**config.mk**
```make
export PLATFORM = sky130hd
export DESIGN_NAME = ma_sample_feeder
export DESIGN_NICKNAME = d
export VERILOG_FILES = /design/src/rtl/ma_sample_feeder.sv
export SDC_FILE = /design/constraint.sdc
export NUM_CORES = 1
export LEC_CHECK = 0
export CAP_MARGIN = 20
export CORE_UTILIZATION = 50
export CTS_BUF_LIST = sky130_fd_sc_hd__clkbuf_16
export DETAILED_ROUTE_END_ITERATION = 16
export PLACE_DENSITY = 0.79
export REMOVE_ABC_BUFFERS = 1
export SYNTH_ARGS = -nofsm -noshare
export SYNTH_HDL_FRONTEND = slang
export SYNTH_SLANG_ARGS = --single-unit
```
**constraint.sdc**
```tcl
create_clock -name clk -period 17.9 [get_ports clk]
set_clock_uncertainty 0.2 [all_clocks]
set_input_delay 3.58 -clock clk [delete_from_list [all_inputs] [get_ports clk]]
set_output_delay 3.58 -clock clk [all_outputs]
set_load 0.005 [all_outputs]
```
**src/rtl/ma_sample_feeder.sv**
```systemverilog
// Pacing stage for the moving-average block: a FIFO of opaque samples, each one
// presented on m_data with m_en held for STEP_CYCLES en-qualified clocks.
module ma_sample_feeder #(
  parameter int DATA_W      = 64,
  parameter int DEPTH       = 8,
  parameter int STEP_CYCLES = 3,
  parameter int LVL_W       = $clog2(DEPTH) + 1
) (
  input  logic              clk,
  input  logic              rst,
  input  logic              en,
  input  logic              flush,
  input  logic [DATA_W-1:0] s_data,
  input  logic              s_valid,
  output logic              s_ready,
  output logic [DATA_W-1:0] m_data,
  output logic              m_en,
  output logic [LVL_W-1:0]  level
);
  localparam int AW = $clog2(DEPTH);
  localparam int CW = (STEP_CYCLES > 1) ? $clog2(STEP_CYCLES) : 1;
  localparam logic [CW-1:0]    CNT_LAST = CW'(STEP_CYCLES - 1);
  localparam logic [CW-1:0]    CNT_ONE  = CW'(1);
  localparam logic [AW:0]      PTR_ONE  = (AW+1)'(1);
  localparam logic [LVL_W-1:0] LVL_FULL = LVL_W'(DEPTH);

  typedef enum logic {IDLE, ISSUE} state_t;

  state_t            state;
  logic [CW-1:0]     cnt;
  logic [AW:0]       wptr, rptr;
  logic [DATA_W-1:0] mem [DEPTH];
  logic              push, pop, win_end;

  // Extra pointer bit distinguishes full from empty; occupancy is their difference.
  assign level   = LVL_W'(wptr - rptr);
  assign s_ready = (level != LVL_FULL) && !rst;
  assign push    = s_valid && s_ready && !flush;

  // A window only advances on cycles the downstream actually saw (en && m_en).
  assign win_end = (state == ISSUE) && en && m_en && (cnt == CNT_LAST);
  assign pop     = !flush && en && (level != '0) && ((state == IDLE) || win_end);

  always_ff @(posedge clk) begin
    if (push) mem[wptr[AW-1:0]] <= s_data;
  end

  always_ff @(posedge clk or posedge rst) begin
    if (rst) begin
      wptr   <= '0;
      rptr   <= '0;
      state  <= IDLE;
      cnt    <= '0;
      m_en   <= 1'b0;
      m_data <= '0;
    end else if (flush) begin
      wptr   <= '0;
      rptr   <= '0;
      state  <= IDLE;
      cnt    <= '0;
      m_en   <= 1'b0;
      m_data <= '0;
    end else begin
      if (push) wptr <= wptr + PTR_ONE;
      if (pop) begin
        rptr   <= rptr + PTR_ONE;
        m_data <= mem[rptr[AW-1:0]];
      end
      case (state)
        IDLE: begin
          if (pop) begin
            state <= ISSUE;
            m_en  <= 1'b1;
            cnt   <= '0;
          end
        end
        ISSUE: begin
          if (!en) begin
            m_en <= 1'b0;
          end else if (!m_en) begin
            // resuming after a stall: reopen the window, count untouched
            m_en <= 1'b1;
          end else if (cnt == CNT_LAST) begin
            if (pop) begin
              cnt <= '0;
            end else begin
              m_en  <= 1'b0;
              state <= IDLE;
            end
          end else begin
            cnt <= cnt + CNT_ONE;
          end
        end
        default: state <= IDLE;
      endcase
    end
  end
endmodule

```
-- Word-level counts from Yosys, hierarchy flattened
Memory sizes are Yosys's and may differ from the RTL's.
Index checks and enable logic that the tools add are counted.
W data, S select, Z words.
- register bits: 76
- RAM bits: 512
- bits of input ports: 69
- memories kept: 1
- memory list (memory ; words ; bits a word ; read ports ; clocked after Yosys merged registers in ; write ports ; RTL line ; RTL):
    mem ; 8 ; 64 ; 1 ; 0 ; 1 ; 32 ; logic [DATA_W-1:0] mem [DEPTH];
- equality and inequality tests: 5
- multiplexer cells: 24
- bitwise logic cells: 1
- reductions and logical operators: 16
- $add $sub $neg: 4
- operators by type and width (operator ; number):
    $mux W64 ; 2
    $mux W4 ; 4
    $mux W1 ; 10
    $mux W2 ; 5
    $logic_and A1 B1 Y1 ; 9
    $ne A3 B3 Y1 const B ; 3
    $add A4 B1 Y4 const B ; 2
    $ne A4 B4 Y1 const B ; 1
    $pmux W1 S2 ; 2
    $pmux W2 S2 ; 1
    $reduce_bool A2 Y1 ; 2
    $reduce_bool A4 Y1 ; 1
    $sub A4 B4 Y4 ; 1
    $add A2 B1 Y2 const B ; 1
    $eq A2 B2 Y1 const B ; 1
    $logic_not A1 Y1 ; 2
    $reduce_and A2 Y1 ; 1
    $logic_or A1 B1 Y1 ; 1
    $not A1 Y1 ; 1

-- Depth between registers and ports, before layout
Gate-level depths: netlist of run 1.
- depth in word-level cells: 11
- depth in mapped cells: 12

-- Worst setup path after synthesis of run 1
No wires, ideal clock.
- path type: in2reg
- from: in s_valid
- to: mem mem[1][0] (enable)
- buffers on the path: 0
- required time: 17.135 ns
- setup slack: 8.573 ns
- arrival: 8.562 ns
- cell stages on the path: 4
- path through: inv_1 -> a311oi_4 -> nand2_1 -> nor3_1
- word-level cells in the longest chain between the ends: 4
- RTL lines (item ; RTL line ; RTL):
    start, declared ; 14 ; input logic s_valid,
    $logic_and A1 B1 Y1 (2 in a row) ; 38 ; assign push = s_valid && s_ready && !flush;
    $mux W1 ; 45 ; if (push) mem[wptr[AW-1:0]] <= s_data;
    $mux W1 (not written as such) ; 45 ;
    end, declared ; 32 ;
Every way passes these cells.

-- Worst setup path after layout of run 1
- from: in rst
- to: out s_ready
- word-level cells in the longest chain between the ends: 2
- RTL lines (item ; RTL line ; RTL):
    start, declared ; 10 ; input logic rst,
    $logic_not A1 Y1 (no line) ; -- ;
    $logic_and A1 B1 Y1 ; 37 ; assign s_ready = (level != LVL_FULL) && !rst;
    end, declared ; 15 ; output logic s_ready,
Every way passes these cells.

==> summary.md, run 1 <==
| Metric | Value |
|---|---|
| # H-tree levels | `2` |
| # IOs | `139` |
| Slew headroom | `28.98%` |
| Placement Rows | `77` |
| Overall power after layout | `0.003552 W` |
| #FFs+latches synth | `588` |
| Largest net degree at the start of global routing | `80` |
| Max Freq | `116.4 MHz` |
| Share of power burned in registers | `46.1%` |
| Post-DRT Antenna Nets | `0` |
| Worst R2R End | `mem[7][45]` |
| Hold Crit Class | `reg -> reg` |
| Commonest cells after routing, fill and taps aside | `512 x edfxtp_1, 137 x clkdlybuf4s50_1, 128 x mux4_2` |
| Register clock-pin slew on the reported worst setup and hold paths | `0.06 ns` |
| Unrepaired setup endpoints after global routing | `false` |
| Filler instances | `3146` |
| Hold Path Depth | `2` |
| Sw power | `0.0009212 W` |
| Number of vias per cell | `5.786` |
| Postcts setup bufs | `0` |
| Drt pass-1 iters | `5` |
| Kind of critical path | `in -> out` |
| CTS Hold Bufs | `0` |
| DRT iter0 DRCs | `870` |
| DRC Markers | `0` |
| Starting Density | `51.00%` |
| Hold path endpoint | `m_data[63]` |
| Die H | `215.1 um` |
| Synthesized area | `22700 um2` |
| Power Dens Cells | `133.9 nW/um2` |
| Non-filler cells in the finished layout | `1853` |
| Clk pwr share | `31.6%` |
| Mapped Cells | `1060` |
| Die area | `46250 um2` |
| Die Width | `215.1 um` |
| Sw Share | `25.93%` |
| Setup ws final | `9.306 ns` |
| Initial antenna violation count | `7` |
| Startpoint Class | `input port` |
| R2R Path Start | `rptr[2]` |
| Num CTS Buffers | `53` |
| Global route overflow | `0` |
| Crit end category | `output port` |
| Post-CTS sizing | `0` |
| Run status | `complete, no violations` |
| Dpl cells | `1749` |
| Layout area overhead | `16.85%` |
| Multi-input gate area | `5127 um2` |
| WL/cell | `23.97 um` |
| Worst skew pair latency | `0.58 ns` |
| Final setup violation count | `0` |
| Detailed Place HPWL | `24.45 mm` |
| Logic pwr share | `22.3%` |
| Sequential fraction of the synthesis area | `76.11%` |
| Tmin final | `8.594 ns` |
| Worst reg2reg path depth | `8` |
| Clk sinks | `588` |
| Max-slew violations | `0` |
| Worst-Margin Slew | `1.065 ns` |
| DP Worst Slack | `9.315 ns` |
| Required @ worst endpoint | `14.12 ns` |
| Commonest non-fill, non-tap cell in the layout | `edfxtp_1` |
| Met3 Use GR | `4.473%` |
| Layout cell share with drive strength beyond 1 | `24.48%` |
| LEAKAGE | `8.899 nW` |
| Nets@finish | `1288` |
| Met2 usage | `32.16%` |
| Met1 Usage GRT | `27.03%` |
| Worst hold path startpoint | `m_data[63]` |
| Yosys cell types | `35` |
| Crit path DAT | `4.81 ns` |
| Final hold vios | `0` |
| Final instance area | `26520 um2` |
| Reg2Reg Setup Slack | `12.93 ns` |
| Worst Path Max Fanout | `3` |
| Cell internal pwr | `0.002631 W` |
| Final setup TNS | `0 ns` |
| Max_cap viols | `0` |
| Overall Global Routing Usage | `19.60%` |
| Vias in the first global route | `11384` |
| DP Area | `24730 um2` |
| CTS tree | `yes` |
| Yosys warns | `0` |
| RD Place Congestion | `0.7185` |
| GRT busiest layer | `met2` |
| Fin crit share | `48.01%` |
| Syn Area/Cell | `21.41 um2` |
| VDD IR max | `0.07883 mV` |
| Port Buffers | `138` |
| Max Root-Sink Buffers | `3` |
| Vias post-DR | `10721` |
| FF/Latch Area | `17280 um2` |
| First-pass GRT wire length | `68.30 mm` |
| Final WL | `44.42 mm` |
| Clk root buf | `clkbuf_16` |
| Core area | `44510 um2` |
power groups by stage:
stage               Sequential, W  Combinational (W)  Clock [W]
finish                    0.00164           0.000791    0.00112
global route              0.00165           0.000860    0.00119
CTS                       0.00164           0.000801    0.00114
detailed placement        0.00167           0.000795          0
global placement          0.00166           0.000777          0
floorplan                 0.00171           0.000521          0
cells in the mapped netlist, drive strengths merged:
cell / instances / area (um2)
nor2: 72 / 270.3
o311a: 1 / 10.01
a311oi: 1 / 26.28
dfrtp: 76 / 1902
or2: 2 / 12.51
a211oi: 64 / 780.8
mux4: 128 / 2883
inv: 12 / 45.04
o21ai: 4 / 20.02
nor3: 5 / 25.02
a21o: 4 / 30.03
mux2i: 67 / 670.6
nand2: 8 / 30.03
nand2b: 2 / 12.51
nor2b: 1 / 6.260
and3: 3 / 18.77
clkbuf: 27 / 101.4
ha: 5 / 62.56
xnor2: 2 / 17.52
xor2: 1 / 8.760
nand4b: 1 / 8.760
fa: 1 / 20.02
a31oi: 1 / 6.260
or3: 2 / 12.51
a32o: 1 / 10.01
and3b: 1 / 8.760
nand3: 8 / 40.04
edfxtp: 512 / 15370
a21oi: 12 / 60.06
buf: 34 / 209.0
nand3b: 2 / 15.01
metal layers:
metal,up-vias,wire [um]
li1,4669,-
met1,5637,18820
met2,338,21710
met3,67,3140
met4,10,663
met5,-,74
through the flow:
step                      util [%]  hold WS [ns]
after floorplan                  -        0.3335
after global placement       55.56        0.3537
after detailed placement     55.56        0.3634
after CTS                    59.51        0.3769
after global routing         59.57        0.3913
final                        59.59        0.3724
worst max path at each step:
stage | endpoint | depth (start not counted) | startpoint | slack, ns
after global routing | s_ready | 3 | rst | 9.26
after global placement | s_ready | 3 | rst | 9.34
final | s_ready | 3 | rst | 9.31
after floorplan | mem[1][0] | 8 | rptr[0] | 5.90
after CTS | s_ready | 3 | rst | 9.31
after detailed placement | s_ready | 3 | rst | 9.32
layout make-up:
| type | count | share of cell area, % |
|---|---|---|
| flip-flops and latches | 588 | 65.17 |
| multi-input cells | 399 | 19.33 |
| repair buffers | 159 | 5.869 |
| clock buffers | 55 | 5.189 |
| well taps | 592 | 2.793 |
| clock inverters | 45 | 1.429 |
| inverters | 12 | 0.1887 |
| diodes | 3 | 0.02831 |
registers in the layout, indices dropped and copies added, names as in the netlist:
signal	cells
mem	512
m_en	1
wptr	4
state	1
cnt	2
rptr	4
m_data	64
critical path, cell delays in order:
cell             delay, ns
clkdlybuf4s50_1       0.53
a21oi_1               0.18
clkdlybuf4s50_1       0.52
cells by family after synthesis:
kind of cell / after synthesis / share of synthesized area (%)
buf+inv: 73 / 1.566
xor+xnor: 3 / 0.1158
mux: 195 / 15.66
flops: 588 / 76.11
fa+ha+maj: 6 / 0.3638
compound gates: 88 / 4.156
simple gates: 107 / 2.029
Power figures use the tool's default switching activity.
==> run 2, diff against run 1 <==
--- a/config.mk
+++ b/config.mk
@@ -9,7 +9,7 @@
 export CORE_UTILIZATION = 50
 export CTS_BUF_LIST = sky130_fd_sc_hd__clkbuf_16
 export DETAILED_ROUTE_END_ITERATION = 16
-export PLACE_DENSITY = 0.79
+export PLACE_DENSITY = 0.82
 export REMOVE_ABC_BUFFERS = 1
 export SYNTH_ARGS = -nofsm -noshare
 export SYNTH_HDL_FRONTEND = slang
==> constraint.sdc (replaced) <==
create_clock -name clk -period 7.3 [get_ports clk]
set_clock_uncertainty 0.2 [all_clocks]
set_input_delay 1.46 -clock clk [delete_from_list [all_inputs] [get_ports clk]]
set_output_delay 1.46 -clock clk [all_outputs]
set_load 0.005 [all_outputs]
==> summary.md, run 2 (same netlist as run 1, synthesis figures left out) <==
| Metric | Value |
|---|---|
| Clk sinks | `588 (unchanged)` |
| Tmin final | `5.112 ns` |
| Slew headroom | `25.65% (was 28.98%)` |
| Final setup violation count | `0 (unchanged)` |
| Layout area overhead | `16.78% (was 16.85%)` |
| R2R Path Start | `rptr[1] (was rptr[2])` |
| Vias in the first global route | `11454 (was 11384)` |
| Reg2Reg Setup Slack | `2.19 ns (was 12.93 ns)` |
| Post-DRT Antenna Nets | `0 (unchanged)` |
| LEAKAGE | `8.958 nW (was 8.899 nW)` |
| Die area | `46250 um2 (unchanged)` |
| Unrepaired setup endpoints after global routing | `false (unchanged)` |
| Setup ws final | `2.188 ns (was 9.306 ns)` |
| Max_cap viols | `0 (unchanged)` |
| Final hold vios | `0 (unchanged)` |
| Logic pwr share | `22.2% (was 22.3%)` |
| Overall Global Routing Usage | `20.58% (was 19.60%)` |
| DRC Markers | `0 (unchanged)` |
| Worst Path Max Fanout | `57 (was 3)` |
| Core area | `44510 um2 (unchanged)` |
| Starting Density | `51.00% (unchanged)` |
| Sw power | `0.002256 W (was 0.0009212 W)` |
| First-pass GRT wire length | `70.74 mm (was 68.30 mm)` |
| # IOs | `139 (unchanged)` |
| Clk root buf | `clkbuf_16 (unchanged)` |
| DP Worst Slack | `2.291 ns (was 9.315 ns)` |
| Hold path endpoint | `m_data[63] (unchanged)` |
| Commonest non-fill, non-tap cell in the layout | `edfxtp_1 (unchanged)` |
| DRT iter0 DRCs | `930 (was 870)` |
| Max-slew violations | `0 (unchanged)` |
| Vias post-DR | `10868 (was 10721)` |
| Worst skew pair latency | `0.59 ns (was 0.58 ns)` |
| Number of flip-flops in the largest register | `512 (unchanged)` |
| Max Root-Sink Buffers | `3 (unchanged)` |
| Drt pass-1 iters | `5 (unchanged)` |
| Startpoint Class | `register (was input port)` |
| Die H | `215.1 um (unchanged)` |
| Required @ worst endpoint | `7.31 ns (was 14.12 ns)` |
| CTS Hold Bufs | `0 (unchanged)` |
| Port Buffers | `138 (unchanged)` |
| Final WL | `46.56 mm (was 44.42 mm)` |
| Crit end category | `register (was output port)` |
| Die Width | `215.1 um (unchanged)` |
| Num CTS Buffers | `55 (was 53)` |
| Crit path DAT | `5.13 ns (was 4.81 ns)` |
| Placement Rows | `77 (unchanged)` |
| Post-CTS sizing | `0 (unchanged)` |
| WL/cell | `25.08 um (was 23.97 um)` |
| Layout cell share with drive strength beyond 1 | `23.28% (was 24.48%)` |
| Kind of critical path | `reg -> reg (was in -> out)` |
| Power Dens Cells | `326.4 nW/um2 (was 133.9 nW/um2)` |
| Worst reg2reg path depth | `8 (unchanged)` |
| Sw Share | `26.07% (was 25.93%)` |
| Fin crit share | `70.03%` |
| Global route overflow | `0 (unchanged)` |
| Worst R2R End | `mem[6][39] (was mem[7][45])` |
| Cell internal pwr | `0.006397 W (was 0.002631 W)` |
| # H-tree levels | `2 (unchanged)` |
| Largest net degree at the start of global routing | `92 (was 80)` |
| VDD IR max | `0.2389 mV (was 0.07883 mV)` |
| Postcts setup bufs | `0 (unchanged)` |
| Hold Path Depth | `2 (unchanged)` |
| Number of vias per cell | `5.856 (was 5.786)` |
| Initial antenna violation count | `8 (was 7)` |
| Worst hold path startpoint | `m_data[63] (unchanged)` |
| Commonest cells after routing, fill and taps aside | `512 x edfxtp_1, 137 x clkdlybuf4s50_1, 128 x mux4_2 (unchanged)` |
| RD Place Congestion | `0.7379 (was 0.7185)` |
| Worst-Margin Slew | `1.115 ns (was 1.065 ns)` |
| Nets@finish | `1293 (was 1288)` |
| Hold Crit Class | `reg -> reg (unchanged)` |
| Hold WS | `0.3706 ns (was 0.3724 ns)` |
| Max Freq | `195.6 MHz` |
| Run status | `complete, no violations (unchanged)` |
| Share of power burned in registers | `46.7% (was 46.1%)` |
| Clk pwr share | `31.1% (was 31.6%)` |
| CTS tree | `yes (unchanged)` |
| Detailed Place HPWL | `25.89 mm (was 24.45 mm)` |
| Register clock-pin slew on the reported worst setup and hold paths | `0.06 ns (about the same)` |
-- run 2: how the worst max path moves through the flow --
stage               slack, ns  cells after the start          to     from
CTS                      2.14                      6     s_ready  rptr[1]
global route             1.98                      8  mem[6][39]  rptr[1]
detailed placement       2.29                      8  mem[6][31]  rptr[1]
global placement         2.38                      8  mem[6][31]  rptr[1]
floorplan               -4.70                      8   mem[1][0]  rptr[0]
finish                   2.19                      8  mem[6][39]  rptr[1]
-- run 2: critical path, stage by stage (launching register included) --
cell and delay, ns:
dfrtp_4 0.97, inv_1 0.27, ha_1 0.36, and3b_1 0.18, or3_1 0.42, a311oi_4 0.55
nand3_1 0.32, nor2_4 0.70, buf_4 0.71
-- run 2: metrics by stage --
stage / std cells / util, % / instance area (um2) / TNS (ns) / total power, W
after floorplan: 999 / - / 22390 / -2147.48 / 0.005471
after global placement: 1749 / 55.56 / 24730 / 0 / 0.005984
after detailed placement: 1750 / 55.59 / 24740 / 0 / 0.006036
after CTS: 1852 / 59.39 / 26440 / 0 / 0.008738
after global routing: 1855 / 59.55 / 26500 / 0 / 0.009009
final: 1856 / 59.55 / 26510 / 0 / 0.008653
-- run 2: final cells by class --
type	instances	area, um2
fill	3082	18000
sequential	588	17280
multi-input combinational	399	5127
timing repair buffer	162	1608
clock buffer	55	1376
tap	592	740.7
clock inverter	47	317.8
inverter	12	50.05
antenna	1	2.502
-- run 2: per-layer routing --
layer | up-vias | routed length, um | GRT usage (%)
met5 | - | 88 | 0
met1 | 5680 | 18340 | 26.89
met2 | 439 | 23540 | 34.47
met4 | 14 | 1004 | 6.076
met3 | 79 | 3583 | 4.968
li1 | 4656 | - | -
-- run 2: power groups by stage --
stage               Combinational, W  Clock [W]  Sequential, W
global placement             0.00188          0        0.00411
finish                       0.00192    0.00269        0.00404
global route                 0.00207    0.00286        0.00407
floorplan                    0.00128          0        0.00419
CTS                          0.00195    0.00274        0.00405
detailed placement           0.00192          0        0.00411
